[src/rtl/mult_div_unit.sv]
// rtl/mult_div_unit.sv - iterative signed multiply/divide unit with HI/LO result registers
module mult_div_unit #(
    parameter int WIDTH = 32,
    parameter int CNT_W = 6
) (
    input  logic             clk,
    input  logic             reset,
    input  logic             start,
    input  logic             op,
    input  logic [WIDTH-1:0] a,
    input  logic [WIDTH-1:0] b,
    output logic             busy,
    output logic             done,
    output logic             div_zero,
    output logic [WIDTH-1:0] hi,
    output logic [WIDTH-1:0] lo
);

    typedef enum logic [1:0] {
        IDLE = 2'd0,
        CALC = 2'd1,
        FIX  = 2'd2
    } state_t;

    state_t             state;
    logic               op_r;
    logic               sign_a;
    logic               sign_b;
    logic [WIDTH-1:0]   mag_a;
    logic [WIDTH-1:0]   mag_b;
    logic [CNT_W-1:0]   cnt;
    // Multiply: {P_hi, P_lo}; the carry bit lives only in the step sum below.
    logic [2*WIDTH-1:0] acc;
    // Divide: remainder never reaches |b|, so its top bit is implied zero.
    logic [WIDTH-1:0]   rem;
    logic [WIDTH-1:0]   quo;

    logic [WIDTH-1:0]   abs_a;
    logic [WIDTH-1:0]   abs_b;
    logic [WIDTH:0]     mul_sum;
    logic [2*WIDTH:0]   mul_next;
    logic [WIDTH:0]     div_shift;
    logic [WIDTH:0]     div_diff;
    logic [2*WIDTH-1:0] prod_signed;

    always_comb begin
        abs_a       = a[WIDTH-1] ? (~a + 1'b1) : a;
        abs_b       = b[WIDTH-1] ? (~b + 1'b1) : b;
        mul_sum     = {1'b0, acc[2*WIDTH-1:WIDTH]} + (acc[0] ? {1'b0, mag_a} : '0);
        mul_next    = {mul_sum, acc[WIDTH-1:0]} >> 1;
        div_shift   = {rem, quo[WIDTH-1]};
        div_diff    = div_shift - {1'b0, mag_b};
        prod_signed = (sign_a ^ sign_b) ? (~acc + 1'b1) : acc;
    end

    always_ff @(posedge clk) begin
        if (reset) begin
            state    <= IDLE;
            op_r     <= 1'b0;
            sign_a   <= 1'b0;
            sign_b   <= 1'b0;
            mag_a    <= '0;
            mag_b    <= '0;
            cnt      <= '0;
            acc      <= '0;
            rem      <= '0;
            quo      <= '0;
            busy     <= 1'b0;
            done     <= 1'b0;
            div_zero <= 1'b0;
            hi       <= '0;
            lo       <= '0;
        end else begin
            done     <= 1'b0;
            div_zero <= 1'b0;
            case (state)
                IDLE: begin
                    if (start) begin
                        if (op && (b == '0)) begin
                            done     <= 1'b1;
                            div_zero <= 1'b1;
                        end else begin
                            op_r   <= op;
                            sign_a <= a[WIDTH-1];
                            sign_b <= b[WIDTH-1];
                            mag_a  <= abs_a;
                            mag_b  <= abs_b;
                            cnt    <= '0;
                            acc    <= {{WIDTH{1'b0}}, abs_b};
                            rem    <= '0;
                            quo    <= abs_a;
                            busy   <= 1'b1;
                            state  <= CALC;
                        end
                    end
                end
                CALC: begin
                    if (op_r) begin
                        if (!div_diff[WIDTH]) begin
                            rem <= div_diff[WIDTH-1:0];
                            quo <= {quo[WIDTH-2:0], 1'b1};
                        end else begin
                            rem <= div_shift[WIDTH-1:0];
                            quo <= {quo[WIDTH-2:0], 1'b0};
                        end
                    end else begin
                        acc <= mul_next[2*WIDTH-1:0];
                    end
                    cnt <= cnt + 1'b1;
                    if (cnt == CNT_W'(WIDTH - 1)) begin
                        state <= FIX;
                    end
                end
                FIX: begin
                    if (op_r) begin
                        lo <= (sign_a ^ sign_b) ? (~quo + 1'b1) : quo;
                        hi <= sign_a ? (~rem + 1'b1) : rem;
                    end else begin
                        hi <= prod_signed[2*WIDTH-1:WIDTH];
                        lo <= prod_signed[WIDTH-1:0];
                    end
                    done  <= 1'b1;
                    busy  <= 1'b0;
                    state <= IDLE;
                end
                default: begin
                    busy  <= 1'b0;
                    state <= IDLE;
                end
            endcase
        end
    end

endmodule

[config.mk]
export PLATFORM = sky130hd
export DESIGN_NAME = mult_div_unit
export DESIGN_NICKNAME = d
export VERILOG_FILES = /design/src/rtl/mult_div_unit.sv
export SDC_FILE = /design/constraint.sdc
export NUM_CORES = 1
export LEC_CHECK = 0
export BUFFER_PORTS_ARGS = -buffer_cell sky130_fd_sc_hd__clkbuf_2
export CORE_MARGIN = 5
export CORE_UTILIZATION = 30
export CTS_CLUSTER_SIZE = 24
export DETAILED_ROUTE_END_ITERATION = 12
export GPL_ROUTABILITY_DRIVEN = 0
export GPL_TIMING_DRIVEN = 0
export PLACE_DENSITY = 0.43
export SKIP_CTS_REPAIR_TIMING = 1
export SYNTH_ARGS = -nofsm -noshare
export SYNTH_HDL_FRONTEND = slang
export SYNTH_SLANG_ARGS = --single-unit
[constraint.sdc]
create_clock -name clk -period 4.2 [get_ports clk]
set_input_delay 0.42 -clock clk [delete_from_list [all_inputs] [get_ports clk]]
set_output_delay 0.42 -clock clk [all_outputs]
set_load 0.02 [all_outputs]
* After elaboration in Yosys (flattened, before gate mapping)
Index checks and enable logic that the tools add are counted.
** Word-level totals
- Bits in registers :: 270
- Logic and storage cells :: 86
- Input port bits :: 68
- Output and inout port bits :: 67
** Operators by class
- Bitwise logic cells :: 9
- Reduce and logical (&&, ||, !) cells :: 11
- Multiplexer cells :: 35
- Add/subtract/negate cells :: 8
- Equal/unequal tests :: 8
** Operators with widths (number)
- 2-to-1 mux 32 bit :: 14
- 2-to-1 mux 64 bit :: 4
- adder 32 x 1 -> 32 bit, second input constant :: 4
- NOT 32 bit :: 4
- one-hot mux 32 bit (2 select lines) :: 2
- one-hot mux 64 bit (2 select lines) :: 1
- adder 64 x 1 -> 64 bit, second input constant :: 1
- NOT 64 bit :: 1
- adder 32 x 32 -> 33 bit :: 1
- subtractor 33 x 32 -> 33 bit :: 1
- zero test 32 bit :: 1
- 2-to-1 mux 6 bit :: 2
- one-hot mux 6 bit (2 select lines) :: 1
- AND reduction 3 bit :: 4
- inequality test 2 bit, second input constant :: 5
- AND reduction 4 bit :: 2
- adder 6 x 1 -> 6 bit, second input constant :: 1
- equality test 6 x 5 -> 1 bit, second input constant :: 1
- 2-to-1 mux 2 bit :: 3
- 2-to-1 mux 1 bit :: 5
- one-hot mux 1 bit (2 select lines) :: 2
- one-hot mux 2 bit (2 select lines) :: 1
- NOT 1 bit :: 3
- equality test 2 x 1 -> 1 bit, second input constant :: 1
- 6 further kinds :: 6

* Longest topological paths before layout
- Word-level depth :: 6
- Depth in mapped cells :: 14
- Gate-level depth less buffers :: 13

* Least setup slack after synthesis
No wires, ideal clock.
- Kind :: input to register
- From :: in a[8]
- To :: reg quo[25]
- Data arrival time :: 3.026 ns
- Path slack :: 1.109 ns
- Cell stages on the path :: 9
- Data required time :: 4.135 ns
- Library setup time :: 0.065 ns
- Buffers on the path :: 0
- Path through :: or4_4 or4_4 or3_4 or4b_4 o31ai_2 xor2_1 a211oi_1 a21oi_2 nor2_1
** On the way
- Word-level cells in the longest chain between the ends :: 6
** RTL lines
- start, declared :: RTL line 10 : input logic [WIDTH-1:0] a,
- NOT 32 bit :: RTL line 47 : abs_a = a[WIDTH-1] ? (~a + 1'b1) : a;
- adder 32 x 1 -> 32 bit :: RTL line 47
- 2-to-1 mux 32 bit :: RTL line 47
- 2-to-1 mux 32 bit :: RTL line 79 : if (op && (b == '0)) begin
- 2-to-1 mux 32 bit :: RTL line 78 : if (start) begin
- one-hot mux 32 bit (2 select lines) :: RTL line 76 : case (state)
- end signal, assigned :: RTL line 91 : quo <= abs_a;
- end signal, assigned :: RTL line 101 : quo <= {quo[WIDTH-2:0], 1'b1};
- end signal, assigned :: RTL line 104 : quo <= {quo[WIDTH-2:0], 1'b0};
- end, declared :: RTL line 36 : logic [WIDTH-1:0] quo;
No other way between the ends. The select of a mux whose other input is x is not followed.
A chain may end at the register's enable or synchronous reset.

* Final worst setup path
- From :: reg quo[31]
- To :: reg rem[19]
** On the way
- Word-level cells in the longest chain between the ends :: 4
** RTL lines
- subtractor 33 x 32 -> 33 bit :: RTL line 52 : div_diff = div_shift - {1'b0, mag_b};
- 2-to-1 mux 32 bit :: RTL line 99 : if (!div_diff[WIDTH]) begin
- 2-to-1 mux 32 bit :: RTL line 98 : if (op_r) begin
- one-hot mux 32 bit (2 select lines) :: RTL line 76
- end signal, assigned :: RTL line 100 : rem <= div_diff[WIDTH-1:0];
- end signal, assigned :: RTL line 103 : rem <= div_shift[WIDTH-1:0];
- end, declared :: RTL line 35 : logic [WIDTH-1:0] rem;
No other way between the ends. The select of a mux whose other input is x is not followed.

==> results.txt <==
----------------------------------------------------
[Clock tree]
  Clock tree from TritonCTS ... built
  Clock tree buffer depth ... 3
  Total clock sinks ... 270
  Clock root buffer ... sky130_fd_sc_hd__clkbuf_16
  Number of H-tree levels ... 2
  Clock insertion delay at the later pin of the skew report ... 570 ps
  Number of buffers added by the clock tree synthesis step ... 36
  Register clock-pin slew on the reported worst setup and hold paths ... 60 ps

[Layout]
  Design Area, Final ... 20,600 µm²
  Area of all sequential standard cells ... 5410 µm²
  Net count, final ... 2,644
  Synth-to-Final Area Change ... 16.0%
  Diode insertion count for antenna repair ... 0
  Area of the multi-input gates ... 11,600 µm²
  Fraction of final layout cells with drive strength greater than 1 ... 9.49%
  Total of fill cells in the finished design ... 6,366
  Final Non-Filler Cells ... 3,301

[Power and ir drop]
  Power Dens Cells ... 362 nW/µm²
  Leakage ... 8.11 nW
  Worst ir drop on vdd ... 0.000226 V

[Drt]
  Count of routing violations after the opening detailed-route iteration ... 1,352
  Number of vias after detailed routing ... 18,100
  Number of vias per cell after detailed routing ... 5.48
  DRT antenna net count ... 0
  Total iterations of the first detailed-routing run ... 5
  Final routed wire length divided by cell count ... 22.7 µm
  Final WL ... 75,000 µm
  Number of remaining DRC errors ... 0

[Placed design]
  HPWL Detailed ... 59,900 µm
  Quantity of I/O buffers inserted on ports ... 134
  # placed instances ... 3,239
  Cell Area, Placed ... 19,400 µm²

[GRT]
  Pin count of the biggest net entering global routing ... 12
  Total gr overflow ... 0
  Wire length of the first global-routing pass ... 111,000 µm
  Number of global-route vias before repair ... 17,100
  Antenna violations before repair ... 1
  GRT Resource Usage Total ... 22.5%

[Synth]
  Syn_nets ... 2,472
  Post-synth EDFFs ... 0
  Post-synthesis average cell area ... 7.61 µm²
  Number of warnings reported in the yosys synthesis log ... 0
  Number of library cell types mapped by synthesis ... 77
  Summed instance area of the synthesized netlist ... 17,700 µm²
  Number of instances in the synthesized netlist ... 2,332
  Most instantiated flip-flop cell in the synthesis netlist ... sky130_fd_sc_hd__dfxtp_1
  Asr flop ratio synth ... 0%
  Total of flip-flops plus latches after synthesis ... 270
  Sequential cell area fraction in the yosys report ... 30.5%

[STA]
  Final worst clock skew ... 28.9 ps
  Post-layout minimum cycle time ... 3950 ps
  Worst slew slack as a fraction of its limit ... 4.94%
  Portion of the clock cycle consumed by the worst path in the final layout ... 94.2%
  Setup repair after global routing missed its margin ... no
  Maximum clock frequency ... 0.253 GHz
  Count of endpoints failing setup in the final report ... 0
  Final hold violation count ... 0
  Count of pins over their slew limit ... 0
  Measured slew at the worst slew-check pin ... 1420 ps

[Floorplan]
  Core Area ... 58,800 µm²
  Die area ... 64,100 µm²
  Site row count ... 89
  Height of the die ... 253 µm
  Boundary pin count ... 135
  Die outline width ... 253 µm
  Initial Util ... 30.2%

[Worst hold path]
  Worst Hold Path Cells ... 2
  Hold crit path type ... primary input to flop

[Worst setup path]
  Delay of the slowest cell on the worst path ... 510 ps
  Worst EP arrival ... 4420 ps
  Type of element launching the critical path ... flop
  Critical Path End Type ... flop
  R2r worst-path depth ... 13
  Worst-path maximum fanout ... 10
  List of cells traversed by the critical path ... inv_1 > ha_1 > fa_1 > nand2b_1 > a21oi_1 > o21ai_0 > nand4b_1 > a311oi_1 > a311oi_1 > clkbuf_4 > clkbuf_1 > a21oi_1 > o21ai_0
  Crit Path Class ... flop to flop
  Required time worst endpoint ... 4670 ps
  Critical path's slowest cell ... sky130_fd_sc_hd__dfxtp_1

[Flow run]
  Max-cap violation count ... 0

[Outcome]
  Result of the run ... complete, no violations

----------------------------------------------------
## synth_stat cells (6+ instances only)
cell / n / share of area, %
sky130_fd_sc_hd__o41ai_1: 22 / 1.1
sky130_fd_sc_hd__nor2b_1: 13 / 0.46
sky130_fd_sc_hd__nor4_1: 13 / 0.46
sky130_fd_sc_hd__o22ai_1: 35 / 1.2
sky130_fd_sc_hd__nand3_1: 34 / 0.96
sky130_fd_sc_hd__xnor2_1: 90 / 4.4
sky130_fd_sc_hd__ha_1: 70 / 4.9
sky130_fd_sc_hd__nor3_1: 58 / 1.6
sky130_fd_sc_hd__a21oi_1: 218 / 6.1
sky130_fd_sc_hd__a22o_1: 20 / 0.99
sky130_fd_sc_hd__nand4_1: 13 / 0.46
sky130_fd_sc_hd__buf_1: 12 / 0.25
sky130_fd_sc_hd__and2_1: 36 / 1.3
sky130_fd_sc_hd__o31ai_1: 36 / 1.5
sky130_fd_sc_hd__o211ai_1: 61 / 2.6
sky130_fd_sc_hd__a221oi_1: 6 / 0.30
sky130_fd_sc_hd__nor2_1: 221 / 4.7
sky130_fd_sc_hd__a31oi_1: 23 / 0.81
sky130_fd_sc_hd__a211oi_1: 55 / 2.3
sky130_fd_sc_hd__xor2_1: 129 / 6.4
sky130_fd_sc_hd__o21ai_1: 34 / 0.96
sky130_fd_sc_hd__or3_1: 35 / 1.2
sky130_fd_sc_hd__o221ai_1: 6 / 0.30
sky130_fd_sc_hd__o21ai_0: 134 / 3.8
sky130_fd_sc_hd__a32oi_1: 6 / 0.30
sky130_fd_sc_hd__clkbuf_1: 124 / 2.6
sky130_fd_sc_hd__nor3b_1: 6 / 0.25
sky130_fd_sc_hd__nand2b_1: 25 / 0.88
sky130_fd_sc_hd__o31a_1: 6 / 0.30
sky130_fd_sc_hd__or4_1: 25 / 1.1
sky130_fd_sc_hd__o21a_1: 9 / 0.38
sky130_fd_sc_hd__inv_1: 62 / 1.3
sky130_fd_sc_hd__buf_2: 8 / 0.23
sky130_fd_sc_hd__mux2i_1: 11 / 0.62
sky130_fd_sc_hd__and3_1: 6 / 0.21
sky130_fd_sc_hd__nand2_1: 271 / 5.7
sky130_fd_sc_hd__dfxtp_1: 270 / 30
sky130_fd_sc_hd__a21o_1: 32 / 1.4
sky130_fd_sc_hd__or2_2: 9 / 0.32
sky130_fd_sc_hd__o21bai_1: 9 / 0.38
## cells by family (layout without fill, tap and decap cells)
group / after synthesis / after routing / share of synthesized area [%]
buffers and inverters: 207 / 403 / 4.44
multiplexers: 14 / 14 / 0.874
XOR/XNOR: 219 / 219 / 10.8
adder cells (fa/ha/maj): 72 / 72 / 5.16
AO/OA/AOI/OAI: 762 / 762 / 27.4
AND/OR/NAND/NOR: 788 / 788 / 20.9
flip-flops: 270 / 270 / 30.5
## worst max-delay path: cells and delay by family (launching register included)
family | cells | cell delay, ps
buffers and inverters | 3 | 850
and+or+nand+nor | 2 | 500
AOI/OAI and AO/OA | 6 | 1360
DFF | 1 | 510
adders and majority gates | 2 | 620
## final timing paths
path	from	end	slack [ps]
setup reg to reg	quo[31]	rem[19]	250
setup / recovery	quo[31]	rem[19]	250
hold reg to reg	mag_a[26]	mag_a[26]	440
hold / removal	op	op_r	190
## flip-flops by register name, summed over array words and instances (netlist names)
name and cells:
op_r 1, div_zero 1, state 2, done 1, sign_b 1, hi 32
acc 64, mag_b 32, rem 32, busy 1, sign_a 1, cnt 6
lo 32, mag_a 32, quo 32
## metal layers
layer  track usage [%]  wire [µm]
met5                 0          0
met3              2.61       3500
met4              6.96       2600
met1              31.3      34900
met2              36.5      34000
## placed cells by master (no fill, tap or decap), types with 32 or more instances in the layout
cell / count
sky130_fd_sc_hd__o31ai_1: 36
sky130_fd_sc_hd__a21o_1: 32
sky130_fd_sc_hd__nand2_1: 271
sky130_fd_sc_hd__nor3_1: 58
sky130_fd_sc_hd__ha_1: 70
sky130_fd_sc_hd__nor2_1: 219
sky130_fd_sc_hd__xor2_1: 129
sky130_fd_sc_hd__and2_1: 36
sky130_fd_sc_hd__a211oi_1: 55
sky130_fd_sc_hd__xnor2_1: 90
sky130_fd_sc_hd__clkbuf_2: 138
sky130_fd_sc_hd__o21ai_1: 34
sky130_fd_sc_hd__clkbuf_16: 36
sky130_fd_sc_hd__o211ai_1: 61
sky130_fd_sc_hd__nand3_1: 34
sky130_fd_sc_hd__clkbuf_1: 128
sky130_fd_sc_hd__o21ai_0: 134
sky130_fd_sc_hd__inv_1: 62
sky130_fd_sc_hd__a21oi_1: 216
sky130_fd_sc_hd__or3_1: 35
sky130_fd_sc_hd__o22ai_1: 35
sky130_fd_sc_hd__dfxtp_1: 270
## cell type report
class,count,area share (%)
clock inverters,10,0.711
inverters,62,1.13
multi-input cells,1855,56.2
repair buffers,134,3.26
well taps,773,4.70
plain buffers,145,2.73
flip-flops and latches,270,26.2
clock buffers,52,5.06
## metrics by stage
step | hold slack [ps] | TNS, ps | worst slack, ps | power (mW) | util [%]
2_1_floorplan | 417 | 0 | 1110 | 3.78 | -
3_3_place_gp | 432 | -27880 | -453 | 4.34 | 33.0
3_5_place_dp | 435 | -31710 | -499 | 4.35 | 33.0
4_1_cts | 160 | -2330 | -347 | 7.51 | 35.0
5_1_grt | 155 | 0 | 32.4 | 7.77 | 35.0
6_report | 189 | 0 | 245 | 7.46 | 35.0
## report_power, final
part	switching [mW]	total [mW]	internal (mW)	leakage, nW
Sequential	0.132	2.80	2.67	2.20
Combinational	1.03	1.52	0.494	5.33
Clock	1.23	3.13	1.91	0.580
Note: power is estimated with default switching activity, not from simulation.
